### src/rtl/led_frame_ctrl.sv
// led_frame_ctrl
//   Double-buffered frame store for an LED matrix row scanner. The writer
//   fills the back bank row by row, requests a swap with i_commit, and the
//   swap happens on the next i_frame_end pulse from the scan side, so the
//   scanner never sees a half-updated frame. The back bank can also be
//   zeroed one row per cycle with i_clear.
//
// Parameters
//   NUM_ROWS        rows per frame
//   NUM_ROWS_WIDTH  row index width (2**NUM_ROWS_WIDTH >= NUM_ROWS)
//   NUM_COLS        bits per row
//
// Ports
//   clk          rising-edge clock
//   i_rst        asynchronous active-high reset
//   i_wr_en      write one back-bank row
//   i_wr_row     row index for the write
//   i_wr_data    row data for the write
//   i_commit     request front/back swap at the next frame boundary
//   i_clear      request zeroing of the back bank
//   i_frame_end  end-of-scan pulse from the row scanner
//   o_frame      registered copy of the front bank
//   o_busy       high while a swap is pending or a clear is running
//   o_swap       one-cycle pulse after a swap
//   o_err        one-cycle pulse after a rejected write
module led_frame_ctrl #(
    parameter int NUM_ROWS       = 4,
    parameter int NUM_ROWS_WIDTH = 2,
    parameter int NUM_COLS       = 8
) (
    input  logic                      clk,
    input  logic                      i_rst,
    input  logic                      i_wr_en,
    input  logic [NUM_ROWS_WIDTH-1:0] i_wr_row,
    input  logic [NUM_COLS-1:0]       i_wr_data,
    input  logic                      i_commit,
    input  logic                      i_clear,
    input  logic                      i_frame_end,
    output logic [NUM_COLS-1:0]       o_frame [0:NUM_ROWS-1],
    output logic                      o_busy,
    output logic                      o_swap,
    output logic                      o_err
);

    typedef enum logic [1:0] {
        IDLE,
        PENDING,
        CLEARING
    } state_t;

    localparam logic [NUM_ROWS_WIDTH:0]   ROW_LIMIT = (NUM_ROWS_WIDTH + 1)'(NUM_ROWS);
    localparam logic [NUM_ROWS_WIDTH-1:0] LAST_ROW  = NUM_ROWS_WIDTH'(NUM_ROWS - 1);

    state_t                    state;
    logic [NUM_COLS-1:0]       bank [0:1][0:NUM_ROWS-1];
    logic                      front_sel;
    logic                      back_sel;
    logic [NUM_ROWS_WIDTH-1:0] clr_row;
    logic                      row_ok;

    always_comb begin
        back_sel = ~front_sel;
        // Extra bit lets the comparison see NUM_ROWS itself when it is a power of two.
        row_ok   = {1'b0, i_wr_row} < ROW_LIMIT;
    end

    // o_frame is only ever loaded at a swap: the front bank is never written
    // outside reset, so the copy cannot go stale between swaps.
    always_ff @(posedge clk or posedge i_rst) begin
        if (i_rst) begin
            state     <= IDLE;
            bank      <= '{default: '0};
            front_sel <= 1'b0;
            clr_row   <= '0;
            o_frame   <= '{default: '0};
            o_busy    <= 1'b0;
            o_swap    <= 1'b0;
            o_err     <= 1'b0;
        end else begin
            o_swap <= 1'b0;
            o_err  <= 1'b0;
            case (state)
                IDLE: begin
                    // Clear wins over commit and any write in the same cycle.
                    if (i_clear) begin
                        state   <= CLEARING;
                        clr_row <= '0;
                        o_busy  <= 1'b1;
                    end else begin
                        if (i_wr_en) begin
                            if (row_ok) begin
                                bank[back_sel][i_wr_row] <= i_wr_data;
                            end else begin
                                o_err <= 1'b1;
                            end
                        end
                        // A frame_end coinciding with the commit is not
                        // seen here; the swap waits for the next one.
                        if (i_commit) begin
                            state  <= PENDING;
                            o_busy <= 1'b1;
                        end
                    end
                end

                PENDING: begin
                    o_err <= i_wr_en;
                    if (i_frame_end) begin
                        front_sel <= back_sel;
                        o_frame   <= bank[back_sel];
                        o_swap    <= 1'b1;
                        state     <= IDLE;
                        o_busy    <= 1'b0;
                    end
                end

                CLEARING: begin
                    o_err <= i_wr_en;
                    bank[back_sel][clr_row] <= '0;
                    if (clr_row == LAST_ROW) begin
                        clr_row <= '0;
                        state   <= IDLE;
                        o_busy  <= 1'b0;
                    end else begin
                        clr_row <= clr_row + NUM_ROWS_WIDTH'(1);
                    end
                end

                default: begin
                    state  <= IDLE;
                    o_busy <= 1'b0;
                end
            endcase
        end
    end

endmodule

### config.mk
export PLATFORM = sky130hd
export DESIGN_NAME = led_frame_ctrl
export DESIGN_NICKNAME = d
export VERILOG_FILES = /design/src/rtl/led_frame_ctrl.sv
export SDC_FILE = /design/constraint.sdc
export NUM_CORES = 1
export LEC_CHECK = 0
export ABC_AREA = 0
export CORE_ASPECT_RATIO = 0.7
export CORE_MARGIN = 2
export CORE_UTILIZATION = 35
export CTS_BUF_LIST = sky130_fd_sc_hd__clkbuf_4
export CTS_CLUSTER_SIZE = 25
export DETAILED_ROUTE_END_ITERATION = 7
export PLACE_DENSITY = 0.58
export SLEW_MARGIN = 20
export SYNTH_ARGS = -nofsm -noshare
export SYNTH_HDL_FRONTEND = slang
export SYNTH_SLANG_ARGS = --single-unit
### constraint.sdc
create_clock -name clk -period 5.15 [get_ports clk]
set_clock_uncertainty 0.2 [all_clocks]
set_input_delay 1.2875 -clock clk [delete_from_list [all_inputs] [get_ports clk]]
set_output_delay 1.2875 -clock clk [all_outputs]
set_load 0.05 [all_outputs]
# Word level (Yosys, flattened, before mapping)
# Index checks and enable logic that the tools add are counted.
[word_totals]
reg_bits = 104
latchBits = 0
ramBits = 0
romBits = 0
in_bits = 16
out_inout_bits = 35
wordCells = 81
n_memories = 0
[op_classes]
addsub = 1
n_mul = 0
div = 0
magnitude_cmp = 6
n_eq_ne = 9
shift = 0
muxes = 31
bitwise = 6
reduce_logical = 10
[op_table]
columns = ["cell", "count"]
rows = [
  ["2-to-1 mux 32 bit", 5],
  ["2-to-1 mux 64 bit", 2],
  ["one-hot mux 64 bit (2 select lines)", 1],
  ["bitwise AND 64 bit", 1],
  ["bitwise mux 64 bit", 1],
  ["demux 32 bit (select 1 bit)", 2],
  ["NOT 64 bit", 1],
  ["demux 8 bit (select 2 bit)", 2],
  ["2-to-1 mux 8 bit", 2],
  ["2-to-1 mux 2 bit", 6],
  ["!= test 2 bit (second input constant)", 5],
  ["2-to-1 mux 1 bit", 7],
  ["greater-or-equal comparator 3 bit (second input constant)", 2],
  ["less-than comparator 3 x 1 -> 1 bit (second input constant)", 2],
  ["NOT 2 -> 3 bit", 2],
  ["one-hot mux 2 bit (3 select lines)", 1],
  ["AND reduction 3 bit", 2],
  ["== test 2 bit (second input constant)", 2],
  ["one-hot mux 2 bit (2 select lines)", 1],
  ["AND reduction 2 bit", 2],
  ["logical AND 1 bit", 3],
  ["!= test 3 bit (second input constant)", 1],
  ["one-hot mux 1 bit (3 select lines)", 1],
  ["adder 2 x 1 -> 2 bit (second input constant)", 1],
  ["8 further kinds", 8],
]

# Logic depth before layout (Yosys ltp)
# Gate-level depths: netlist of run 1.
[depth]
word_depth = 11
ltp_mapped = 7

# Least setup slack after synthesis of run 1
# OpenSTA, ideal clock, no wires.
[synth_timing]
path_type = "input port to flip-flop"
start = "input port i_clear"
end = "register bank[32] in the netlist's numbering"
arrival_time_ns = 2.310
setup_slack_ns = 2.519
stages = 3
path_cell_list = "nand3b_2 a221o_1 a22o_1"
[synth_between]
elab_chain_cells = 2
[synth_rtl]
columns = ["item", "line", "text"]
rows = [
  ["start, declared", "37", "input logic i_clear,"],
  ["!= test 2 bit (no source line)", "--", ""],
  ["AND reduction 3 bit (no source line)", "--", ""],
  ["end signal, assigned by index", "92", "bank[back_sel][i_wr_row] <= i_wr_data;"],
  ["end, declared", "55", "logic [NUM_COLS-1:0] bank [0:1][0:NUM_ROWS-1];"],
]
# No other way between the ends.
# A chain may end at the register's enable or synchronous reset.

# Final worst setup path of run 1
[layout_timing]
start = "register o_frame[10] in the netlist's numbering"
end = "output port o_frame[10] in the netlist's numbering"
[layout_lines]
columns = ["item", "line", "text"]
rows = [
  ["start, declared", "39", "output logic [NUM_COLS-1:0] o_frame [0:NUM_ROWS-1],"],
  ["start signal, assigned", "110", "o_frame <= bank[back_sel];"],
]
# No word-level cell between the ends.

==> flow_summary.ini, run 1 <==
[status]
status = finished, final reports clean

[worst_setup_path]
worstPathMaxFanout = 2
endpoint_kind = primary output
worstPathRequired_ns = 3.66
path_cells = clkdlybuf4s50_1
startpoint_type = flop
rr_worst_depth = 5
cp_slowest_cell = clkdlybuf4s50_1
crit_family = buffers and inverters
critical-path-max-stage-delay_ns = 0.81
crit_start = o_frame[10]
cp_num_cells = 1
cp.arrival_ns = 1.66
worst-path-buf-inv = 1
crit_path_end = o_frame[10]
worstSetupPathType = flop to primary output
worstReg2RegEnd = bank[12]
reg2reg_slack_ns = 2.46
r2r-start = state[0]

[timing]
tns_ns = 0
rsz0062_at_grt = false
worstMarginPinSlew_ns = 0.975
timing.hold.ws_ns = 0.315
finalHoldViolCount = 0
post-route-period-util_pct = 61.2
slew_headroom_pct = 34.7
period_needed_ns = 3.15
setup_violations = 0
fmax_mhz = 317
maxSlewViolCount = 0

[floorplanning]
fp-row-count = 34
dieHeight_um = 98.7
fp.dieArea_sq_um = 13800
start_util_pct = 36.0
core_area_sq_um = 12500
ios = 51
die_w_um = 139

[worst_hold_path]
hp-start = bank[59]
worstHoldPathType = flop to flop

[route]
drtAntennaViolNets = 0
first_pass_iters = 4
drc = 0
route.vias.total = 3184
wire_per_inst_um = 18.3
totalWireLength_mm = 11.0
first_iter_violations = 229
avgViaCountPerCell = 5.28

[global_route]
grt_pass1_wl_mm = 17.7
grt_overflow = 0
grt_max_degree = 67
first_global_vias = 3144
grt_use_total_pct = 16.6
grt_antenna_before_repair = 0

[cells_and_area]
antenna_cells = 0
post-route-util_pct = 42.3
nNetsFinal = 460
syn_to_final_growth_pct = 17.4
drive_gt1_share_pct = 6.58

[placed_design]
dp_hpwl_mm = 7.42
portBuffers = 50
gp_congestion = 0.824

[run]
maxCapViolCount = 0

[clocking]
clk-insertion-delay-late_ns = 0.46
clockRootBuffer = clkbuf_4
clk_pin_slew_ns = 0.15
cts.hold.buffers_added = 0
cts_tree = done
clkSinkCount = 104
cts_buffers = 9
cts_buffer_depth = 2
post_cts_resized = 0
htree_levels = 3
post-cts-setup-buffers = 0

[yosys]
ys_seq_area_share_pct = 58.0
synth.distinct_cells = 38
yosysTopAreaCell = dfrtp_1
synth_enable_flop_cells = 0
ys_ff_latch = 104
synth_async_sr_flop_share_pct = 100
syn_nets = 414
syn_inst = 391
avgSynthCellArea_sq_um = 11.5
ys_warn_count = 0
yosys-top-cells-area = dfrtp_1 58%, mux2i_1 7.1%, a22o_1 6.2%
synth_top_area_share_pct = 58.0
yosys_most_used_dff = dfrtp_1
synth_area_sq_um = 4490

[pwr]
p_total_mw = 3.52
powerDensity_nw_per_um2 = 668
peakVddDrop_mv = 0.289
p_leak_nw = 2.37
[worst min path at each step]
stage | end | cells past startpoint
floorplan | bank[56] | 1
finish | bank[59] | 1
global route | bank[51] | 1
CTS | bank[63] | 1
detailed placement | bank[59] | 1
global placement | bank[49] | 1
[Yosys cell counts, drive strengths merged (2+ instances only)]
cell type,count
mux2i,32
a221o,4
buf,10
ha,7
nand3b,3
nand2b,4
a221oi,4
nand2,13
a32o,2
inv,41
a21oi,32
o22ai,24
and2,2
a22o,32
clkbuf,8
nor2,36
or3b,2
dfrtp,104
a31oi,2
o21ai,9
nand3,8
[power by group]
group          internal (mW)  leakage [nW]  switching, mW
clock                  0.144        0.0696          0.270
combinational          0.621         0.971           1.08
sequential              1.18          1.33          0.230
[area by class of cell]
type / count / area, sq um
fill: 1174 / 7200
clock buffer: 9 / 67.6
clock inverter: 6 / 60.1
sequential: 104 / 2600
multi-input combinational: 228 / 1650
tap: 162 / 203
timing repair buffer: 53 / 523
inverter: 41 / 156
[layer usage]
layer  vias to the layer above  wire length (um)  track usage [%]
met5                         -                 0                0
met4                         0               115             3.96
li1                       1485                 -                -
met1                      1580              5270             25.6
met3                         8               891             4.62
met2                       111              4730             23.1
[cells by family (layout without fill, tap and decap cells)]
kind of cell	Yosys count	after routing	synth area share, %
fa+ha+maj	7	7	1.95
flops	104	104	58.0
buf+inv	59	109	5.21
xor+xnor	1	1	0.195
mux	32	32	7.14
compound gates	113	113	18.6
simple gates	75	75	8.87
[flip-flops by register name, indices dropped and copies added (netlist names)]
register / count
bank: 64
o_frame: 32
clr_row: 2
state: 2
front_sel: 1
o_busy: 1
o_err: 1
o_swap: 1
[per-stage QoR]
stage | setup slack [ns] | area [sq um] | cells
after CTS | 1.95 | 5270 | 603
after global routing | 1.91 | 5270 | 603
after detailed placement | 1.72 | 5140 | 588
after global placement | 1.74 | 5140 | 588
final | 2.00 | 5270 | 603
after floorplan | 0.930 | 4490 | 391
[layout by cell type, fill, tap and decap left out, types with 2 or more instances in the layout]
master and count:
nand3b_1 2, ha_1 7, a221oi_4 3, nand3_1 8, dfrtp_1 103, o21ai_0 9
clkbuf_4 9, inv_1 40, buf_4 3, mux2i_1 32, a32o_1 2, nand2b_1 4
o22ai_1 24, a22o_1 32, a221o_1 4, nor2_1 35, a21oi_1 32, clkdlybuf4s50_1 50
nand2_1 13, or3b_1 2, a31oi_1 2, clkinv_2 2
Note: power is estimated with default switching activity, not from simulation.
==> run 2, diff against run 1 <==
- PLACE_DENSITY: 0.58 -> 0.6
- clock period: 5.15 -> 2.89 ns (I/O delays scaled with it)
==> flow_summary.ini, run 2 (synthesized netlist as in run 1, its figures left out) <==
[status]
status = finished, final reports clean

[route]
drc = 0
avgViaCountPerCell = 5.13
totalWireLength_mm = 10.8
drtAntennaViolNets = 0
first_iter_violations = 220
wire_per_inst_um = 17.4
route.vias.total = 3178
first_pass_iters = 4

[cells_and_area]
largest_register_ffs = 64
antenna_cells = 0
final_cell_mix = 103 x dfrtp_1, 50 x clkdlybuf4s50_1, 40 x inv_1
drive_gt1_share_pct = 9.85
reg.largest.list = bank: 64 flops, o_frame: 32 flops
layout_commonest_cell = dfrtp_1
stdcell_area_sq_um = 5440
nNetsFinal = 475
regMostFlops = bank
syn_to_final_growth_pct = 21.1

[worst_setup_path]
reg2reg_slack_ns = 0.52
worstReg2RegEnd = bank[28]
worstSetupPathType = flop to primary output
endpoint_kind = primary output
critical-path-max-stage-delay_ns = 0.80
cp.arrival_ns = 1.64
worst-path-buf-inv = 1
worstPathMaxFanout = 2
worstPathRequired_ns = 1.97
rr_worst_depth = 5
path_cells = clkdlybuf4s50_1
crit_family = buffers and inverters
cp_slowest_cell = clkdlybuf4s50_1
r2r-start = state[1]
startpoint_type = flop

[clocking]
clk_pin_slew_ns = 0.16
cts_tree = done
cts_buffer_depth = 2
clockRootBuffer = clkbuf_4
post-cts-setup-buffers = 0
clkSinkCount = 104
htree_levels = 3
cts.hold.buffers_added = 0
post_cts_resized = 0
cts_buffers = 9
clk-insertion-delay-late_ns = 0.45

[timing]
post-route-period-util_pct = 88.7
tns_ns = 0
finalHoldViolCount = 0
setup_violations = 0
maxSlewViolCount = 0
period_needed_ns = 2.56
worstMarginPinSlew_ns = 0.576
fmax_mhz = 390
rsz0062_at_grt = false
slew_headroom_pct = 61.4

[placed_design]
gp_congestion = 0.902
dp_hpwl_mm = 7.64
portBuffers = 50
placed_cell_area_sq_um = 5280

[global_route]
grt_overflow = 0
grt_pass1_wl_mm = 17.3
grt_max_degree = 67
grt_antenna_before_repair = 0
first_global_vias = 3120
grt_use_total_pct = 16.3

[floorplanning]
core_area_sq_um = 12500
fp.dieArea_sq_um = 13800
ios = 51
die_w_um = 139
start_util_pct = 36.0
fp-row-count = 34
dieHeight_um = 98.7

[pwr]
powerDensity_nw_per_um2 = 1180
p_leak_nw = 2.46
peakVddDrop_mv = 0.657

[worst_hold_path]
hold_path_depth = 1
hp-start = bank[46]
worstHoldPathType = flop to flop
min_to = bank[46]

[run]
maxCapViolCount = 0
[run 2: layout make-up]
class	count	area (sq um)
clock inverter	6	83.8
sequential	104	2600
inverter	41	158
fill	1176	7030
multi-input combinational	228	1650
tap	162	203
clock buffer	10	75.1
timing repair buffer	68	661
[run 2: through the flow]
stage | hold slack (ns) | total power, mW | std cells | worst slack, ns | utilization, %
after floorplan | 0.266 | 4.63 | 391 | 0.722 | -
after global placement | 0.283 | 5.55 | 603 | 0.189 | 42.3
after detailed placement | 0.285 | 5.61 | 603 | 0.156 | 42.3
after CTS | 0.325 | 6.46 | 619 | 0.275 | 43.6
after global routing | 0.336 | 6.79 | 619 | 0.214 | 43.6
final | 0.319 | 6.39 | 619 | 0.328 | 43.6
[run 2: worst max-delay path by stage]
stage,from,endpoint,slack (ns),cells after the start
3_5_place_dp,i_wr_row[0],bank[28],0.16,4
5_1_grt,o_frame[11],o_frame[11],0.21,1
6_report,o_frame[22],o_frame[22],0.33,1
3_3_place_gp,i_wr_row[0],bank[27],0.19,4
4_1_cts,o_frame[6],o_frame[6],0.27,1
2_1_floorplan,i_rst,bank[0],0.72,1
[run 2: power breakdown]
part           internal [mW]  switching [mW]
Combinational           1.14            1.92
Sequential              2.10           0.408
Clock                  0.357           0.471
Total                   3.59            2.80
[run 2: routing by layer]
layer | up-vias | routed length [um] | global-route usage [%]
li1 | 1527 | - | -
met1 | 1547 | 5190 | 24.1
met2 | 91 | 4580 | 23.0
met3 | 13 | 878 | 5.25
met4 | 0 | 119 | 4.43
met5 | - | 0 | 0
